[config.mk]
export PLATFORM = sky130hd
export DESIGN_NAME = line_fill_unit
export DESIGN_NICKNAME = d
export VERILOG_FILES = /design/src/rtl/cache_pkg.sv /design/src/rtl/line_fill_unit.sv
export SDC_FILE = /design/constraint.sdc
export NUM_CORES = 1
export LEC_CHECK = 0
export CAP_MARGIN = 25
export CORE_UTILIZATION = 44
export CTS_CLUSTER_SIZE = 40
export DETAILED_ROUTE_END_ITERATION = 12
export GPL_TIMING_DRIVEN = 1
export MAX_ROUTING_LAYER = met4
export PLACE_DENSITY_LB_ADDON = 0.05
export SYNTH_ARGS = -nofsm -noshare
export SYNTH_HDL_FRONTEND = slang
export SYNTH_SLANG_ARGS = --single-unit
[constraint.sdc]
create_clock -name clk_i -period 2.4 [get_ports clk_i]
set_input_delay 0.48 -clock clk_i [delete_from_list [all_inputs] [get_ports clk_i]]
set_output_delay 0.48 -clock clk_i [all_outputs]
set_load 0.02 [all_outputs]
[src/rtl/cache_pkg.sv]
// Shared cache constants and types used by the cache and its line-fill engine.
package cache_pkg;

  localparam int NrWordsPerLine = 4;
  localparam int ByteOffsetBits = 4;
  localparam int LineSize       = 32 * NrWordsPerLine;

  typedef logic [NrWordsPerLine-1:0][31:0] line_t;

  typedef enum logic [1:0] {
    IDLE,
    REQ,
    WAIT,
    RESP
  } fill_state_e;

endpackage

[src/rtl/line_fill_unit.sv]
// Line-fill engine: fetches one cache line word by word over a req/gnt/rvalid
// memory port and hands the assembled line back to the cache with a valid pulse.
module line_fill_unit
  import cache_pkg::*;
(
  input  logic                clk_i,
  input  logic                rstn_i,
  input  logic [31:0]         mem_addr_i,
  input  logic                mem_read_en_i,
  output logic                mem_read_valid_o,
  output logic [LineSize-1:0] mem_read_data_o,
  output logic                ram_req_o,
  output logic [31:0]         ram_addr_o,
  input  logic                ram_gnt_i,
  input  logic                ram_rvalid_i,
  input  logic [31:0]         ram_rdata_i,
  output logic                busy_o
);

  localparam int                  BeatBits = $clog2(NrWordsPerLine);
  localparam logic [BeatBits-1:0] LastBeat = BeatBits'(NrWordsPerLine - 1);

  fill_state_e         state_q, state_d;
  logic [31:0]         base_q, base_d;
  logic [BeatBits-1:0] beat_q, beat_d;
  logic                abort_q, abort_d;
  line_t               line_q, line_d;

  always_comb begin
    state_d = state_q;
    base_d  = base_q;
    beat_d  = beat_q;
    abort_d = abort_q;
    line_d  = line_q;

    case (state_q)
      IDLE: begin
        if (mem_read_en_i) begin
          base_d  = {mem_addr_i[31:ByteOffsetBits], {ByteOffsetBits{1'b0}}};
          beat_d  = '0;
          abort_d = 1'b0;
          state_d = REQ;
        end
      end
      REQ: begin
        if (!mem_read_en_i) abort_d = 1'b1;
        if (ram_gnt_i) state_d = WAIT;
      end
      WAIT: begin
        if (!mem_read_en_i) abort_d = 1'b1;
        // An abort only takes effect once the outstanding beat has returned.
        if (ram_rvalid_i) begin
          line_d[beat_q] = ram_rdata_i;
          if (abort_q) begin
            state_d = IDLE;
          end else if (beat_q == LastBeat) begin
            state_d = RESP;
          end else begin
            beat_d  = beat_q + 1'b1;
            state_d = REQ;
          end
        end
      end
      RESP: begin
        state_d = IDLE;
      end
      default: begin
        state_d = IDLE;
      end
    endcase
  end

  always_ff @(posedge clk_i) begin
    if (!rstn_i) begin
      state_q <= IDLE;
      base_q  <= '0;
      beat_q  <= '0;
      abort_q <= 1'b0;
      line_q  <= '0;
    end else begin
      state_q <= state_d;
      base_q  <= base_d;
      beat_q  <= beat_d;
      abort_q <= abort_d;
      line_q  <= line_d;
    end
  end

  // Outputs depend only on registered state, never directly on inputs.
  assign ram_req_o        = (state_q == REQ);
  assign ram_addr_o       = ram_req_o ? (base_q + 32'({beat_q, 2'b00})) : '0;
  assign mem_read_valid_o = (state_q == RESP);
  assign mem_read_data_o  = line_q;
  assign busy_o           = (state_q != IDLE);

endmodule

==> results of run 1 <==
==> power groups by stage <==
stage	registers (mW)	clock network [mW]	logic [mW]
finish	2.94	2.70	1.33
global route	2.96	2.87	1.45
CTS	2.94	2.75	1.33
detailed placement	2.99	0	1.36
global placement	2.99	0	1.32
floorplan	3.04	0	0.700
==> state kept, by name, summed over array words and instances, names as in the netlist <==
| register | flops |
|---|---|
| abort_q | 1 |
| base_q | 28 |
| beat_q | 2 |
| mem_read_data_o | 128 |
| state_q | 2 |
==> synthesized netlist by cell type (2+ instances only) <==
cell type | n | area [um2]
a21oi_1 | 158 | 791
a22oi_1 | 2 | 15.0
and2_1 | 30 | 188
and3_1 | 4 | 25.0
buf_2 | 13 | 65.1
buf_4 | 3 | 22.5
clkbuf_1 | 41 | 154
dfxtp_1 | 161 | 3220
ha_1 | 12 | 150
inv_1 | 5 | 18.8
inv_2 | 3 | 11.3
mux2i_1 | 2 | 20.0
nand2_1 | 317 | 1190
nand3_1 | 6 | 30.0
nor2_1 | 3 | 11.3
==> kinds of logic after synthesis <==
| kind of cell | Yosys count | synth area share (%) |
|---|---|---|
| DFF | 161 | 54.0 |
| buffers and inverters | 66 | 4.61 |
| adders and majority gates | 12 | 2.51 |
| and+or+nand+nor | 362 | 24.4 |
| muxes | 2 | 0.335 |
| AOI/OAI and AO/OA | 165 | 14.1 |
| other | 1 | 0.0628 |
==> final timing paths <==
kind | start | end | slack [ps] | cells past startpoint
worst max-delay path | state_q[1] | busy_o | 120 | 5
worst min-delay path | mem_read_data_o[28] | mem_read_data_o[28] | 450 | 2
worst max register to register | state_q[0] | state_q[1] | 390 | 6
worst min register to register | mem_read_data_o[28] | mem_read_data_o[28] | 450 | 2
==> per-layer routing <==
layer	part of all wire, %	vias up
li1	-	2860
met1	44	2671
met2	47	227
met3	6.9	31
met4	2.4	0
met5	0	-
==> what timing repair did <==
item	4_1_cts	5_1_grt
setup endpoints to repair	31	1
endpoints found under the hold margin	0	0
gates resized for setup	34	1
==> final cells by class <==
type                            count  area share, %
Clock buffer                       24           5.48
Clock inverter                      8           1.13
Inverter                            9          0.404
Multi-Input combinational cell    543           27.8
Sequential cell                   161           35.9
Tap cell                          176           2.45
Timing Repair Buffer              243           26.8
==> per-stage QoR <==
stage                     instance area, um2  std cells  setup slack (ps)
after floorplan                         5980        770               729
after global placement                  8410       1132              97.9
after detailed placement                8410       1132             -47.0
after CTS                               8980       1164              62.1
after global routing                    8980       1164              20.3
final                                   8980       1164               115
==> cell usage in the layout (no fill, tap or decap), types with 3 or more instances in the layout <==
cell type        Yosys  final
nand2_1            317    317
ha_1                12     11
clkbuf_1            41      3
clkinvlp_4           0      3
inv_1                5      5
nor2_1               3      3
buf_4                3     13
and3_1               4      4
dlygate4sd2_1        0     31
a21oi_1            158    158
nand3_1              6      5
and2_1              30     30
dfxtp_1            161    161
clkbuf_16            0     17
clkbuf_8             0      4
buf_12               0      5
clkdlybuf4s50_1      0    193
==> tightest hold or removal path, cell delays in order, from the launching register on <==
cell and delay, ps:
dfxtp_1 310, nand2_1 50, a21oi_1 50
==> flow_summary.yaml, run 1 <==
timing:
  hold_viol_final: 0
  setup_viol: 0
  fin_crit_sh_pct: 95.2
  final.setup_skew_ps: 7.05
  holdWs_ps: 451
  max_freq_ghz: 0.438
  rsz0062_at_grt: "no"
  setup_tns_ps: 0
  drv_slew: 0
  tightest_slew_ps: 571
  post-route-min-period_ps: 2280
  slew_headroom_pct: 61.9
power_and_ir_drop:
  ir_drop_uv: 391
  p_sw_share_pct: 27.8
  p_per_area_nw_per_um2: 776
  leakagePower_nw: 3.28
  p_sw_mw: 1.94
  finalPower_mw: 6.97
  clockPowerShare_pct: 38.7
  p_comb_share_pct: 19.1
  pwr-share-seq_pct: 42.2
  internal_power_mw: 5.03
critical_path:
  crit_family: "buffers and inverters"
  crit_path_start_kind: "register"
  crit_chain: "inv_1 -> buf_4 -> ha_1 -> inv_2 -> clkdlybuf4s15_1"
  cpPeakStageDelay_ps: 430
  worstPathArrival_ps: 1800
  cp_slowest_cell: "dfxtp_1"
  cp_max_fo: 6
  crit_buf_inv: 4
  critical_path_class: "reg -> out"
  critPathCaptureType: "output pin"
  worstPathRequired_ps: 1920
worst_hold_path:
  min_path_type: "reg -> reg"
cts:
  postCtsHoldBufs: 0
  cts-root-buf: "clkbuf_16"
  clock_latency_ps: 420
  clk_pin_slew_ps: 60
  clkSinkCount: 161
  cts_tree: "built"
  htree_levels: 4
  clockBufferDepth: 2
  cts_buffers: 17
  cts_setup_buffers: 0
global_routing:
  grt_busiest_layer: "met2"
  grt.overflow.total: 0
  antenna_found_initial: 0
  gr-usage-met2_pct: 39.8
  met3_usage_pct: 6.27
  grt_pass1_wl_um: 27100
  use_met1_pct: 31.2
  grt_max_degree: 118
  grt_use_total_pct: 25.3
  grt_pass1_vias: 5305
floorplan:
  start_util_pct: 45.1
  rows: 42
  io_pins: 232
  coreArea_um2: 13200
  fp.dieH_um: 119
  die_w_um: 119
  fp.dieArea_um2: 14000
synthesis:
  yosysWarnings: 0
  syn-mean-instance-area_um2: 7.77
  yosys.cell_types.count: 24
  ys_ff_latch: 161
  synth_top_flop_cell: "dfxtp_1"
  yosysSeqAreaShare_pct: 54.0
  async_flop_share_pct: 0
  synth_cells: 769
  synth_area_um2: 5970
  synth_edf_count: 0
placement:
  dpl.hpwl_um: 11700
  portBuffers: 225
  gp_congestion: 0.798
drt:
  drt_iter0_markers: 474
  drtPass1Iterations: 5
  vias: 5789
  wirelength_um: 17300
  antenna_left: 0
  wl_per_cell_um: 14.9
  viasPerCell: 4.97
  drc: 0
finish:
  utilization_pct: 67.8
  num_antenna_cells: 0
  n_fill_cell: 1113
  multi_input_area_um2: 2500
  syn_to_final_growth_pct: 50.3
  seq_area_um2: 3220
  final_layout_size_suffix_gt1_share_pct: 5.36
  nets: 1056
flow_run:
  maxCapViolCount: 0
outcome:
  status: "complete, no violations"
(Power assumes the default switching activity.)
==> run 2: changes to the inputs <==
--- a/config.mk
+++ b/config.mk
@@ -7,7 +7,7 @@
 export LEC_CHECK = 0
 export CAP_MARGIN = 25
 export CORE_UTILIZATION = 44
-export CTS_CLUSTER_SIZE = 40
+export CTS_CLUSTER_SIZE = 30
 export DETAILED_ROUTE_END_ITERATION = 12
 export GPL_TIMING_DRIVEN = 1
 export MAX_ROUTING_LAYER = met4
@@ -15,3 +15,4 @@
 export SYNTH_ARGS = -nofsm -noshare
 export SYNTH_HDL_FRONTEND = slang
 export SYNTH_SLANG_ARGS = --single-unit
+export TNS_END_PERCENT = 5
==> run 2 against run 1 <==
Net effect:
- clock-buffer cell count did not move
- final cell count did not move
- global-route usage barely moved
- combinational power barely moved
- via count fell by 0.66%
- clock skew barely moved
- sequential share of layout area did not move
- die area did not move
- critical endpoint unchanged
==> flow_summary.yaml, run 2 (synthesis results as in run 1) <==
drt:
  drt_iter0_markers: 486
  wl_met1_um: 7620
  viasPerCell: 4.94
  met3_wirelength_um: 1200
  drc: 0
  drtPass1Iterations: 5
  wirelength_um: 17300
  wl_per_cell_um: 14.8
  highest_layer: "met4"
  vias: 5751
  antenna_left: 0
  route.met2.wl_um: 8030
finish:
  n_fill_cell: 1113
  multi_input_area_um2: 2500
  final_layout_size_suffix_gt1_share_pct: 5.36
  num_antenna_cells: 0
  nets: 1056
  final_cell_mix: "317 x nand2_1, 193 x clkdlybuf4s50_1, 161 x dfxtp_1"
  final_cell_area_um2: 8980
  largest_reg_flops: 128
  final_common_cell: "nand2_1"
  syn_to_final_growth_pct: 50.3
  seq_area_um2: 3220
timing:
  setup_viol: 0
  setup_ws_ps: 117
  slew_headroom_pct: 61.9
  post-route-min-period_ps: 2280
  drv_slew: 0
  rsz0062_at_grt: "no"
  fin_crit_sh_pct: 95.1
  hold_viol_final: 0
  max_freq_ghz: 0.438
  tightest_slew_ps: 571
  final.setup_skew_ps: 6.96
  setup_tns_ps: 0
critical_path:
  r2r_slack_ps: 390
  worstPathArrival_ps: 1800
  cp_max_fo: 6
  reg2reg_from: "state_q[0]"
  critPathCaptureType: "output pin"
  crit_path_start_kind: "register"
  critical_path_class: "reg -> out"
  reg2reg_to: "state_q[1]"
  worstPathRequired_ps: 1920
  ff2ff_path_depth: 6
floorplan:
  rows: 42
  start_util_pct: 45.1
  fp.dieArea_um2: 14000
  fp.dieH_um: 119
  die_w_um: 119
  coreArea_um2: 13200
  io_pins: 232
cts:
  cts_tree: "built"
  cts_buffers: 17
  cts_setup_buffers: 0
  clk_pin_slew_ps: 60
  clock_latency_ps: 420
  htree_levels: 4
  postCtsHoldBufs: 0
  clkSinkCount: 161
  clockBufferDepth: 2
  cts-root-buf: "clkbuf_16"
global_routing:
  grt_pass1_vias: 5306
  grt_max_degree: 118
  grt_pass1_wl_um: 27100
  antenna_found_initial: 0
  grt.overflow.total: 0
  grt_use_total_pct: 25.3
worst_hold_path:
  min_path_type: "reg -> reg"
  worstHoldStart: "mem_read_data_o[28]"
  hold_end: "mem_read_data_o[28]"
  holdPathStages: 2
placement:
  dpl.hpwl_um: 11700
  gp_congestion: 0.798
  place_area_um2: 8410
  pre_cts_ws_ps: -47.0
  portBuffers: 225
outcome:
  status: "complete, no violations"
power_and_ir_drop:
  p_per_area_nw_per_um2: 776
  leakagePower_nw: 3.28
  ir_drop_uv: 388
  finalPower_mw: 6.97
flow_run:
  maxCapViolCount: 0
run 2: timing repair:
action                                  4_1_cts  5_1_grt
resized for setup                            34        1
cloned                                        0        0
endpoints found under the setup margin       31        1
run 2: power by group:
part / internal (mW) / switching (mW)
combinational: 0.550 / 0.777
sequential: 2.84 / 0.103
clock: 1.64 / 1.05
total: 5.03 / 1.93
run 2: how the worst max path moves through the flow:
stage | start | endpoint | slack, ps | cells after the start
after floorplan | state_q[0] | state_q[1] | 730 | 5
after global placement | state_q[1] | ram_addr_o[22] | 100 | 4
after detailed placement | state_q[1] | ram_addr_o[30] | -50 | 4
after CTS | state_q[1] | busy_o | 60 | 5
after global routing | state_q[0] | busy_o | 20 | 5
final | state_q[1] | busy_o | 120 | 5
run 2: metal layers:
metal	vias up	global-route usage [%]
li1	2861	-
met1	2640	31.3
met2	219	39.8
met3	31	6.27
met4	0	10.2
met5	-	-
run 2: critical path, stage by stage, from the launching register on:
cell and delay, ps:
dfxtp_1 430, inv_1 120, buf_4 160, ha_1 250
inv_2 100, clkdlybuf4s15_1 330
run 2: metrics by stage:
| stage | utilization [%] | hold slack, ps | cells |
|---|---|---|---|
| floorplan | - | 432 | 770 |
| global placement | 63.5 | 439 | 1132 |
| detailed placement | 63.5 | 445 | 1132 |
| CTS | 67.8 | 453 | 1164 |
| global route | 67.8 | 473 | 1164 |
| finish | 67.8 | 451 | 1164 |
run 2: layout make-up:
cell class	count	area share, %
timing repair buffer	243	26.8
tap	176	2.45
clock buffer	24	5.48
clock inverter	8	1.13
sequential	161	35.9
inverter	9	0.404
multi-input combinational	543	27.8
